[src/rtl/controle_posicionamento.sv]
// Ship-placement sequencer: moves/rotates the current ship, checks it against the
// occupancy map one cell per cycle, then commits it and advances to the next ship.
module controle_posicionamento #(
    parameter int TAM_PA = 5,
    parameter int TAM_EN = 4,
    parameter int TAM_CR = 3,
    parameter int TAM_HI = 3,
    parameter int TAM_SU = 2
) (
    input  logic        clk,
    input  logic        reset,
    input  logic        btn_up,
    input  logic        btn_down,
    input  logic        btn_left,
    input  logic        btn_right,
    input  logic        btn_rotate,
    input  logic        btn_confirm,
    output logic [63:0] posPortaAvioes,
    output logic [63:0] posEncouracado,
    output logic [63:0] posCruzador,
    output logic [63:0] posHidroaviao,
    output logic [63:0] posSubmarino,
    output logic [63:0] ocupacao,
    output logic [2:0]  navioAtual,
    output logic        ocupado,
    output logic        erro,
    output logic        concluido
);

    typedef enum logic [1:0] {PLACE, CHECK, COMMIT, DONE} estado_t;

    estado_t          estado;
    logic [3:0]       anchorX;
    logic [3:0]       anchorY;
    logic             vertical;
    logic [2:0]       indice;
    logic [4:0][63:0] posReg;

    logic [4:0]  tamanho;
    logic [4:0]  ext;
    logic [4:0]  fimX;
    logic [4:0]  fimY;
    logic [4:0]  rotX;
    logic [4:0]  rotY;
    logic        cabeRot;
    logic [3:0]  nextX;
    logic [3:0]  nextY;
    logic        nextVert;
    logic [63:0] previewNext;
    logic [63:0] mascara;
    logic [3:0]  checkX;
    logic [3:0]  checkY;
    logic [5:0]  idxCheck;

    function automatic logic [4:0] tamanhoDe(input logic [2:0] n);
        case (n)
            3'd0:    return 5'(TAM_PA);
            3'd1:    return 5'(TAM_EN);
            3'd2:    return 5'(TAM_CR);
            3'd3:    return 5'(TAM_HI);
            3'd4:    return 5'(TAM_SU);
            default: return 5'd0;
        endcase
    endfunction

    function automatic logic [5:0] indiceCelula(input logic [3:0] x, input logic [3:0] y);
        return 6'(({2'b00, y} - 6'd1) * 6'd8 + ({2'b00, x} - 6'd1));
    endfunction

    function automatic logic [63:0] montaVetor(input logic [3:0] ax, input logic [3:0] ay,
                                               input logic vert, input logic [4:0] tam);
        logic [63:0] v;
        v = '0;
        for (int k = 0; k < 5; k++) begin
            if (5'(k) < tam) begin
                v[3+8*k +: 4] = ax + (vert ? 4'd0 : 4'(k));
                v[7+8*k +: 4] = ay + (vert ? 4'(k) : 4'd0);
            end
        end
        return v;
    endfunction

    function automatic logic [63:0] montaMascara(input logic [3:0] ax, input logic [3:0] ay,
                                                 input logic vert, input logic [4:0] tam);
        logic [63:0] m;
        m = '0;
        for (int k = 0; k < 5; k++) begin
            if (5'(k) < tam) begin
                m[indiceCelula(ax + (vert ? 4'd0 : 4'(k)), ay + (vert ? 4'(k) : 4'd0))] = 1'b1;
            end
        end
        return m;
    endfunction

    // Far-end coordinates are kept in 5 bits so an off-board result never wraps back in range.
    always_comb begin
        tamanho  = tamanhoDe(navioAtual);
        ext      = tamanho - 5'd1;
        fimX     = {1'b0, anchorX} + (vertical ? 5'd0 : ext);
        fimY     = {1'b0, anchorY} + (vertical ? ext : 5'd0);
        rotX     = {1'b0, anchorX} + ext;
        rotY     = {1'b0, anchorY} + ext;
        cabeRot  = vertical ? (rotX <= 5'd8) : (rotY <= 5'd8);
        nextX    = anchorX;
        nextY    = anchorY;
        nextVert = vertical;
        if (btn_confirm) begin
            nextX = anchorX;
        end else if (btn_rotate) begin
            if (cabeRot) nextVert = ~vertical;
        end else if (btn_up) begin
            if (fimY + 5'd1 <= 5'd8) nextY = anchorY + 4'd1;
        end else if (btn_down) begin
            if (anchorY > 4'd1) nextY = anchorY - 4'd1;
        end else if (btn_left) begin
            if (anchorX > 4'd1) nextX = anchorX - 4'd1;
        end else if (btn_right) begin
            if (fimX + 5'd1 <= 5'd8) nextX = anchorX + 4'd1;
        end
        previewNext = montaVetor(nextX, nextY, nextVert, tamanho);
        mascara     = montaMascara(anchorX, anchorY, vertical, tamanho);
        checkX      = anchorX + (vertical ? 4'd0 : {1'b0, indice});
        checkY      = anchorY + (vertical ? {1'b0, indice} : 4'd0);
        idxCheck    = indiceCelula(checkX, checkY);
    end

    always_ff @(posedge clk) begin
        if (reset) begin
            estado     <= PLACE;
            anchorX    <= 4'd1;
            anchorY    <= 4'd1;
            vertical   <= 1'b0;
            indice     <= 3'd0;
            navioAtual <= 3'd0;
            posReg     <= '0;
            ocupacao   <= '0;
            ocupado    <= 1'b0;
            erro       <= 1'b0;
            concluido  <= 1'b0;
        end else begin
            erro <= 1'b0;
            case (estado)
                PLACE: begin
                    anchorX  <= nextX;
                    anchorY  <= nextY;
                    vertical <= nextVert;
                    for (int n = 0; n < 5; n++) begin
                        if (navioAtual == 3'(n)) posReg[n] <= previewNext;
                    end
                    if (btn_confirm) begin
                        estado  <= CHECK;
                        indice  <= 3'd0;
                        ocupado <= 1'b1;
                    end else if (btn_rotate && !cabeRot) begin
                        erro <= 1'b1;
                    end
                end
                CHECK: begin
                    if (ocupacao[idxCheck]) begin
                        erro    <= 1'b1;
                        ocupado <= 1'b0;
                        estado  <= PLACE;
                    end else if ({2'b00, indice} == ext) begin
                        estado <= COMMIT;
                    end else begin
                        indice <= indice + 3'd1;
                    end
                end
                COMMIT: begin
                    ocupacao   <= ocupacao | mascara;
                    navioAtual <= navioAtual + 3'd1;
                    anchorX    <= 4'd1;
                    anchorY    <= 4'd1;
                    vertical   <= 1'b0;
                    ocupado    <= 1'b0;
                    if (navioAtual == 3'd4) begin
                        estado    <= DONE;
                        concluido <= 1'b1;
                    end else begin
                        estado <= PLACE;
                    end
                end
                default: begin
                    concluido <= 1'b1;
                end
            endcase
        end
    end

    assign posPortaAvioes = posReg[0];
    assign posEncouracado = posReg[1];
    assign posCruzador    = posReg[2];
    assign posHidroaviao  = posReg[3];
    assign posSubmarino   = posReg[4];

endmodule

[config.mk]
export PLATFORM = sky130hd
export DESIGN_NAME = controle_posicionamento
export DESIGN_NICKNAME = d
export VERILOG_FILES = /design/src/rtl/controle_posicionamento.sv
export SDC_FILE = /design/constraint.sdc
export NUM_CORES = 1
export LEC_CHECK = 0
export CAP_MARGIN = 25
export CORE_UTILIZATION = 33
export CTS_BUF_LIST = sky130_fd_sc_hd__clkbuf_8
export DETAILED_ROUTE_END_ITERATION = 10
export SLEW_MARGIN = 30
export SYNTH_ARGS = -nofsm -noshare
export SYNTH_HDL_FRONTEND = slang
export SYNTH_SLANG_ARGS = --single-unit
[constraint.sdc]
create_clock -name clk -period 8 [get_ports clk]
set_clock_uncertainty 0.15 [all_clocks]
set_input_delay 1.2 -clock clk [delete_from_list [all_inputs] [get_ports clk]]
set_output_delay 1.2 -clock clk [all_outputs]
set_load 0.02 [all_outputs]
==> metrics.md, run 1 <==
| Metric | Value |
|---|---|
| Status | finished, final reports clean |
| Most common cell after layout, fill and taps aside | dfxtp_1 |
| Final setup violation count | 0 |
| Die height | 226 um |
| Total CTS buffers | 47 |
| Routed len/inst | 21.8 um |
| Vias per cell | 5.47 |
| Routability congestion estimate | 0.959 |
| Leakage | 7.46 nW |
| WP buf/inv | 2 |
| Critical Path, Cell by Cell | nor2_1, inv_1, ha_1, nor2_1, ha_1, xor2_1, a32o_1, a22o_1, nand3_1, a21oi_1, xnor2_1, clkinv_1, ha_1, fa_1, xnor2_1, or3_1, a21oi_1 |
| Pwr per Cell Area | 252 nW/um^2 |
| Setup TNS | 0 ns |
| DP Worst Slack | 1.61 ns |
| CP Launch Type | flop |
| Std cell rows | 81 |
| Max stage delay on crit path | 0.70 ns |
| EDFF count, synth | 0 |
| Seq/Total Area, Yosys | 0.345 |
| Synth Area in Adders | 0.0669 |
| RSZ-0062 raised after global routing | false |
| Cells after Synth | 2018 |
| Slowest cell on crit path | nor2_1 |
| Largest net degree at the start of global routing | 120 |
| Fin worst setup slack | 1.51 ns |
| Area occupied by multi-input gates | 9630 um^2 |
| Post-synthesis mux area share | 0.0299 |
| First-pass GRT wire length | 94.0 mm |
| Antenna Violating Nets Remaining | 0 |
| Number of setup buffers added after CTS | 0 |
| Initial Util | 0.335 |
| Synth Cell Area | 16500 um^2 |
| Synth Register Bits | 284 |
| Netlist cell types | 78 |
| Final Cycle Share | 0.812 |
| Drt drc | 0 |
| Data required time at the worst endpoint | 8.35 ns |
| Commonest non-fill, non-tap cells in the layout | dfxtp_1, clkdlybuf4s50_1, nor2_1, nand2_1, a21oi_1 |
| Cts repair resizes | 0 |
| GRT Total Usage | 0.242 |
| I/O pins | 398 |
| Complex-gate fraction of the synthesized area | 0.222 |
| Commonest register cell after synthesis | dfxtp_1 |
| Initial antenna violation count | 0 |
| Placeable Area | 49200 um^2 |
| Die W | 226 um |
| DR iter-0 viols | 1503 |
| Pre-Repair DR Iteration Count | 8 |
| Tmin final | 6.49 ns |
| Dpl hpwl | 46.1 mm |
| Clock Tree Root | clkbuf_8 |
| Largest family of logic cells by synthesized area | compound AO/OA/AOI/OAI gates |
| Syn Area/Cell | 8.17 um^2 |
| Max-slew headroom | 0.308 |
| IO buf count | 277 |
| TritonCTS clock tree | yes |
| Critical Path End Type | flop |
| Layout Nets | 2316 |
| Share of layout cells above drive strength 1 | 0.0540 |
| Register Area | 5690 um^2 |
| CP max FO | 19 |
| Htree depth | 2 |
| Post-Route WL | 63.8 mm |
| Max cap viols | 0 |
| Most used cell, CP | ha_1 |
| CTS Hold Bufs | 0 |
| Clk sinks | 284 |
| Area Overhead vs Synth | 22.7% |
| Synth Area in XOR/XNOR | 0.0410 |
| Clk pin slew, worst setup/hold paths | 0.06 ns |
| Fraction of registers with async set/reset | 0 |
| Max Freq | 154 MHz |
| Longest Clk Path Bufs | 3 |
| Fillcell total | 4908 |
| Worst skew pair latency | 0.61 ns |
| Final Hold Viols | 0 |
| Vias in the first global route | 15000 |
| HP Class | reg -> reg |
| Gr ovfl total | 0 |
| Worst VDD drop | 0.146 mV |
| Yosys warns | 0 |
| Critical path class | reg -> reg |
| Vias | 16000 |
| Synth Area in Simple Gates | 0.194 |
| Crit-path leading delay family | adder cells |
| Worst-Margin Slew | 1.03 ns |
| Total die area | 50900 um^2 |
| Slew Limit Fails | 0 |
| Arr. time, crit path | 6.85 ns |
-- layout make-up --
type	instances	area share
Clock buffer	51	0.0347
Inverter	53	0.00983
Multi-Input combinational cell	1541	0.476
Tap cell	664	0.0411
Timing Repair Buffer	300	0.146
Sequential cell	284	0.281
Antenna cell	1	0.000124
Clock inverter	31	0.0114
-- cells in the mapped netlist (4+ instances only) --
cell      instances  area, um^2
a211oi_1         21         158
a21o_1            6        45.0
a21oi_1         188         941
a222oi_1         16         160
a22oi_1          57         428
a31oi_1           4        25.0
a32oi_1          50         438
and2_1           35         219
and3_1           13        81.3
buf_1            10        37.5
buf_2            11        55.1
buf_4           121         908
clkbuf_1        115         432
dfxtp_1         284        5690
fa_1             12         240
ha_1             69         863
inv_1            49         184
mux2i_1           8        80.1
mux4_1            8         210
mux4_2            9         203
nand2_1         242         908
nand2b_1         14        87.6
nand3_1          53         265
nand3b_1         22         165
nor2_1          253         950
nor2b_1          18         113
nor3_1           33         165
nor4_1            7        43.8
o21a_1           10        75.1
o21ai_0          35         175
o21ai_1           6        30.0
o221ai_1         48         420
o22a_1           33         289
o32a_1           17         170
o41ai_1           6        52.6
or3_1             6        37.5
or4_1             4        30.0
xnor2_1          50         438
xor2_1           22         193
-- per-layer routing --
layer / vias up / wire, um / share of wire / GRT usage
li1: 7385 / - / - / -
met1: 7821 / 27700 / 0.43 / 0.328
met2: 715 / 29500 / 0.46 / 0.385
met3: 83 / 5090 / 0.080 / 0.0541
met4: 0 / 1510 / 0.024 / 0.0656
met5: - / 0 / 0 / 0
-- cell families after synthesis --
family | after synthesis
mux | 25
flops | 284
buf+inv | 312
other cells | 1
fa+ha+maj | 81
xor+xnor | 74
compound gates | 524
simple gates | 717
-- through the flow --
step	util	instance area, um^2	hold WS (ns)	power [W]	cells
2_1_floorplan	-	16900	0.353	0.00306	2137
3_3_place_gp	0.392	19300	0.291	0.00375	2842
3_5_place_dp	0.392	19300	0.293	0.00375	2842
4_1_cts	0.411	20200	0.304	0.00506	2924
5_1_grt	0.412	20200	0.320	0.00532	2924
6_report	0.412	20200	0.303	0.00510	2925
-- where the power goes --
part	switching, W	leakage [nW]	total, W	internal (W)
combinational	0.00165	4.61	0.00230	0.000647
sequential	0.0000495	2.30	0.00151	0.00146
clock	0.000605	0.555	0.00129	0.000688
total	0.00231	7.46	0.00510	0.00280
-- path summary, 6_finish.rpt --
path	from	end	slack, ns	depth (start not counted)
max	navioAtual[2]$_SDFFE_PP0P_	posEncouracado[29]$_SDFFE_PP0P_	1.51	17
min reg2reg	posEncouracado[11]$_SDFFE_PP0P_	posEncouracado[11]$_SDFFE_PP0P_	0.30	2
max reg2reg	navioAtual[2]$_SDFFE_PP0P_	posEncouracado[29]$_SDFFE_PP0P_	1.51	17
min	posEncouracado[11]$_SDFFE_PP0P_	posEncouracado[11]$_SDFFE_PP0P_	0.30	2
-- sequential cells by signal (all words and copies together), names as in the netlist --
name,flops
anchorX,4
anchorY,4
concluido,1
erro,1
estado,2
indice,3
navioAtual,3
ocupacao,64
ocupado,1
posCruzador,40
posEncouracado,40
posHidroaviao,40
posPortaAvioes,40
posSubmarino,40
vertical,1
-- worst register-to-register path: stages, from the launching register on --
cell and delay, ns:
dfxtp_1 0.52, nor2_1 0.70, inv_1 0.47, ha_1 0.54, nor2_1 0.08, ha_1 0.34
xor2_1 0.17, a32o_1 0.29, a22o_1 0.25, nand3_1 0.09, a21oi_1 0.08, xnor2_1 0.67
clkinv_1 0.55, ha_1 0.40, fa_1 0.39, xnor2_1 0.17, or3_1 0.37, a21oi_1 0.16
(Power assumes the default switching activity.)
==> run 2: changes to the inputs <==
clock period = 5.8 ns   (was 8 ns; I/O delays follow)
==> run 2 against run 1 <==
Against the previous run: critical path depth shrank 1; flip-flop and latch count is the same; first-iteration DRC count is essentially flat; hold slack gained 0.0034 ns; critical path type unchanged; largest power group unchanged; highest routed layer is now met5.
==> metrics.md, run 2 (synthesis gave the netlist of run 1 again) <==
| Metric | Value |
|---|---|
| Status | finished, final reports clean |
| Area occupied by multi-input gates | 9630 um^2 (unchanged) |
| Slowest cell on crit path | dfxtp_1 |
| Drt drc | 0 (unchanged) |
| Fin worst setup slack | 0.647 ns (-0.859 ns) |
| Placeable Area | 49200 um^2 (unchanged) |
| Register Area | 5690 um^2 (about the same) |
| R2r endpoint | estado[1]$_SDFFE_PP0P_ |
| Total CTS buffers | 47 (unchanged) |
| Commonest non-fill, non-tap cells in the layout | dfxtp_1, clkdlybuf4s50_1, nor2_1, nand2_1, a21oi_1 |
| Die W | 226 um (unchanged) |
| Post-Route WL | 64.2 mm (+0.68%) |
| Leakage | 7.55 nW (+1.2%) |
| Routability congestion estimate | 0.955 (-0.49%) |
| Placed cell area | 19400 um^2 (+0.61%) |
| Pwr per Cell Area | 352 nW/um^2 (+39%) |
| Max-slew headroom | 0.282 (-0.0251) |
| GRT Total Usage | 0.243 (+0.000566) |
| Vias | 16100 (+0.86%) |
| TritonCTS clock tree | yes |
| Max cap viols | 0 (unchanged) |
| Max stage delay on crit path | 0.86 ns (+0.16 ns) |
| DR iter-0 viols | 1502 (-0.067%) |
| Critical path class | reg -> reg |
| Worst-Margin Slew | 1.07 ns (+0.0374 ns) |
| Dpl hpwl | 46.8 mm (+1.6%) |
| Routed len/inst | 21.8 um (about the same) |
| Longest Clk Path Bufs | 3 (unchanged) |
| Std cell rows | 81 (unchanged) |
| Share of layout cells above drive strength 1 | 0.0641 (+0.0101) |
| Stages on worst setup path | 16 (-1) |
| First-pass GRT wire length | 94.1 mm (about the same) |
| Fillcell total | 4935 (+0.55%) |
| Vias per cell | 5.48 (+0.24%) |
| Layout Nets | 2331 (+0.65%) |
| Setup TNS | 0 ns (unchanged) |
| Data required time at the worst endpoint | 6.10 ns (-2.25 ns) |
| Pre-Repair DR Iteration Count | 5 (-3) |
| Reg-to-reg critical path startpoint | anchorX[1]$_SDFFE_PP0P_ |
| Initial Util | 0.335 (unchanged) |
| Worst VDD drop | 0.222 mV (+52%) |
| Die height | 226 um (unchanged) |
| DP Worst Slack | 0.673 ns (-0.940 ns) |
| Core Util, Final | 0.416 (+0.00397) |
| CTS Hold Bufs | 0 (unchanged) |
| FF-to-FF path depth | 16 (-1) |
| Critical Path, Cell by Cell | fa_1, inv_1, ha_1, nand3_1, mux2i_1, inv_1, fa_1, xnor2_1, xnor2_1, xnor2_1, xnor2_1, mux4_2, or2_4, mux2i_1, a32oi_1, nor2_1 |
| Design area | 20400 um^2 (+0.96%) |
| Htree depth | 2 (unchanged) |
| Total die area | 50900 um^2 (unchanged) |
| Number of flip-flops in the largest register | 64 (unchanged) |
| WP buf/inv | 2 (unchanged) |
| Clock Tree Root | clkbuf_8 |
| Final setup violation count | 0 (unchanged) |
| Final Hold Viols | 0 (unchanged) |
| Slew Limit Fails | 0 (unchanged) |
| HP Class | reg -> reg |
| Final Cycle Share | 0.888 (+0.0767) |
| Tmin final | 5.15 ns (-1.34 ns) |
| Worst skew pair latency | 0.62 ns (about the same) |
| I/O pins | 398 (unchanged) |
| Crit. Startpoint | anchorX[1]$_SDFFE_PP0P_ |
| Arr. time, crit path | 5.45 ns (-1.40 ns) |
| Max Freq | 194 MHz (+26%) |
| IO buf count | 277 (unchanged) |
| Largest net degree at the start of global routing | 106 (-12%) |
| Initial antenna violation count | 1 (+1) |
| Most used cell, CP | xnor2_1 |
| Cts repair resizes | 0 (unchanged) |
| Vias in the first global route | 15000 (-0.0067%) |
| Clk sinks | 284 (unchanged) |
| RSZ-0062 raised after global routing | false |
| Antenna Violating Nets Remaining | 0 (unchanged) |
| Most common cell after layout, fill and taps aside | dfxtp_1 |
| Area Overhead vs Synth | 23.9% |
| Worst setup path end | estado[1]$_SDFFE_PP0P_ |
| Critical Path End Type | flop |
| R2R Setup Slk | 0.65 ns (-0.86 ns) |
| Gr ovfl total | 0 (unchanged) |
| Clk pin slew, worst setup/hold paths | 0.06 ns (about the same) |
| Hold Slack | 0.307 ns (+0.00342 ns) |
| Top reg by flops | ocupacao |
| CP Launch Type | flop |
| Number of setup buffers added after CTS | 0 (unchanged) |
| CP max FO | 17 (-2) |
| Crit-path leading delay family | adder cells |
==> run 2: cell types whose count changed in the layout (fill, tap and decap cells not counted), sizes merged <==
cell / previous run / this run
diode: 1 / 2
clkinvlp: 0 / 2
inv: 73 / 63
buf: 24 / 39
clkbuf: 51 / 61
clkinv: 8 / 10
bufinv: 3 / 1
==> run 2: power by group <==
part | internal, W | switching (W)
clock network | 0.00100 | 0.000866
logic | 0.000926 | 0.00232
registers | 0.00201 | 0.0000600
==> run 2: worst min path at each step <==
stage,cells after the start,startpoint,to
finish,2,posCruzador[28]$_SDFFE_PP0P_,posCruzador[28]$_SDFFE_PP0P_
global placement,1,posSubmarino[20]$_SDFFE_PP0P_,posSubmarino[20]$_SDFFE_PP0P_
detailed placement,1,posSubmarino[37]$_SDFFE_PP0P_,posSubmarino[37]$_SDFFE_PP0P_
global route,2,posCruzador[26]$_SDFFE_PP0P_,posCruzador[26]$_SDFFE_PP0P_
floorplan,2,estado[1]$_SDFFE_PP0P_,estado[1]$_SDFFE_PP0P_
CTS,2,posEncouracado[26]$_SDFFE_PP0P_,posEncouracado[26]$_SDFFE_PP0P_
==> run 2: routing by layer <==
layer / global-route usage / vias to the layer above / wire length [um]
li1: - / 7417 / -
met1: 0.323 / 7895 / 27600
met2: 0.381 / 716 / 29400
met3: 0.0621 / 111 / 5420
met4: 0.0772 / 2 / 1780
met5: 0.0127 / - / 85
==> run 2: stage by stage <==
step                      total power (W)  cells
final                             0.00719   2943
after global routing              0.00749   2942
after CTS                         0.00713   2941
after detailed placement          0.00525   2857
after global placement            0.00524   2857
after floorplan                   0.00422   2137
==> run 2: worst register-to-register path: stages (launching register included) <==
cell	delay (ns)
dfxtp_1	0.86
fa_1	0.54
inv_1	0.09
ha_1	0.25
nand3_1	0.11
mux2i_1	0.30
inv_1	0.10
fa_1	0.41
xnor2_1	0.19
xnor2_1	0.16
xnor2_1	0.11
xnor2_1	0.40
mux4_2	0.66
or2_4	0.30
mux2i_1	0.13
a32oi_1	0.19
nor2_1	0.06
==> run 2: final cells by class <==
cell class              instances  share of cell area
flip-flops and latches        284               0.278
well taps                     664              0.0407
clock inverters                23             0.00790
multi-input cells            1541               0.472
repair buffers                315               0.150
diodes                          2            0.000245
clock buffers                  61              0.0411
inverters                      53             0.00974
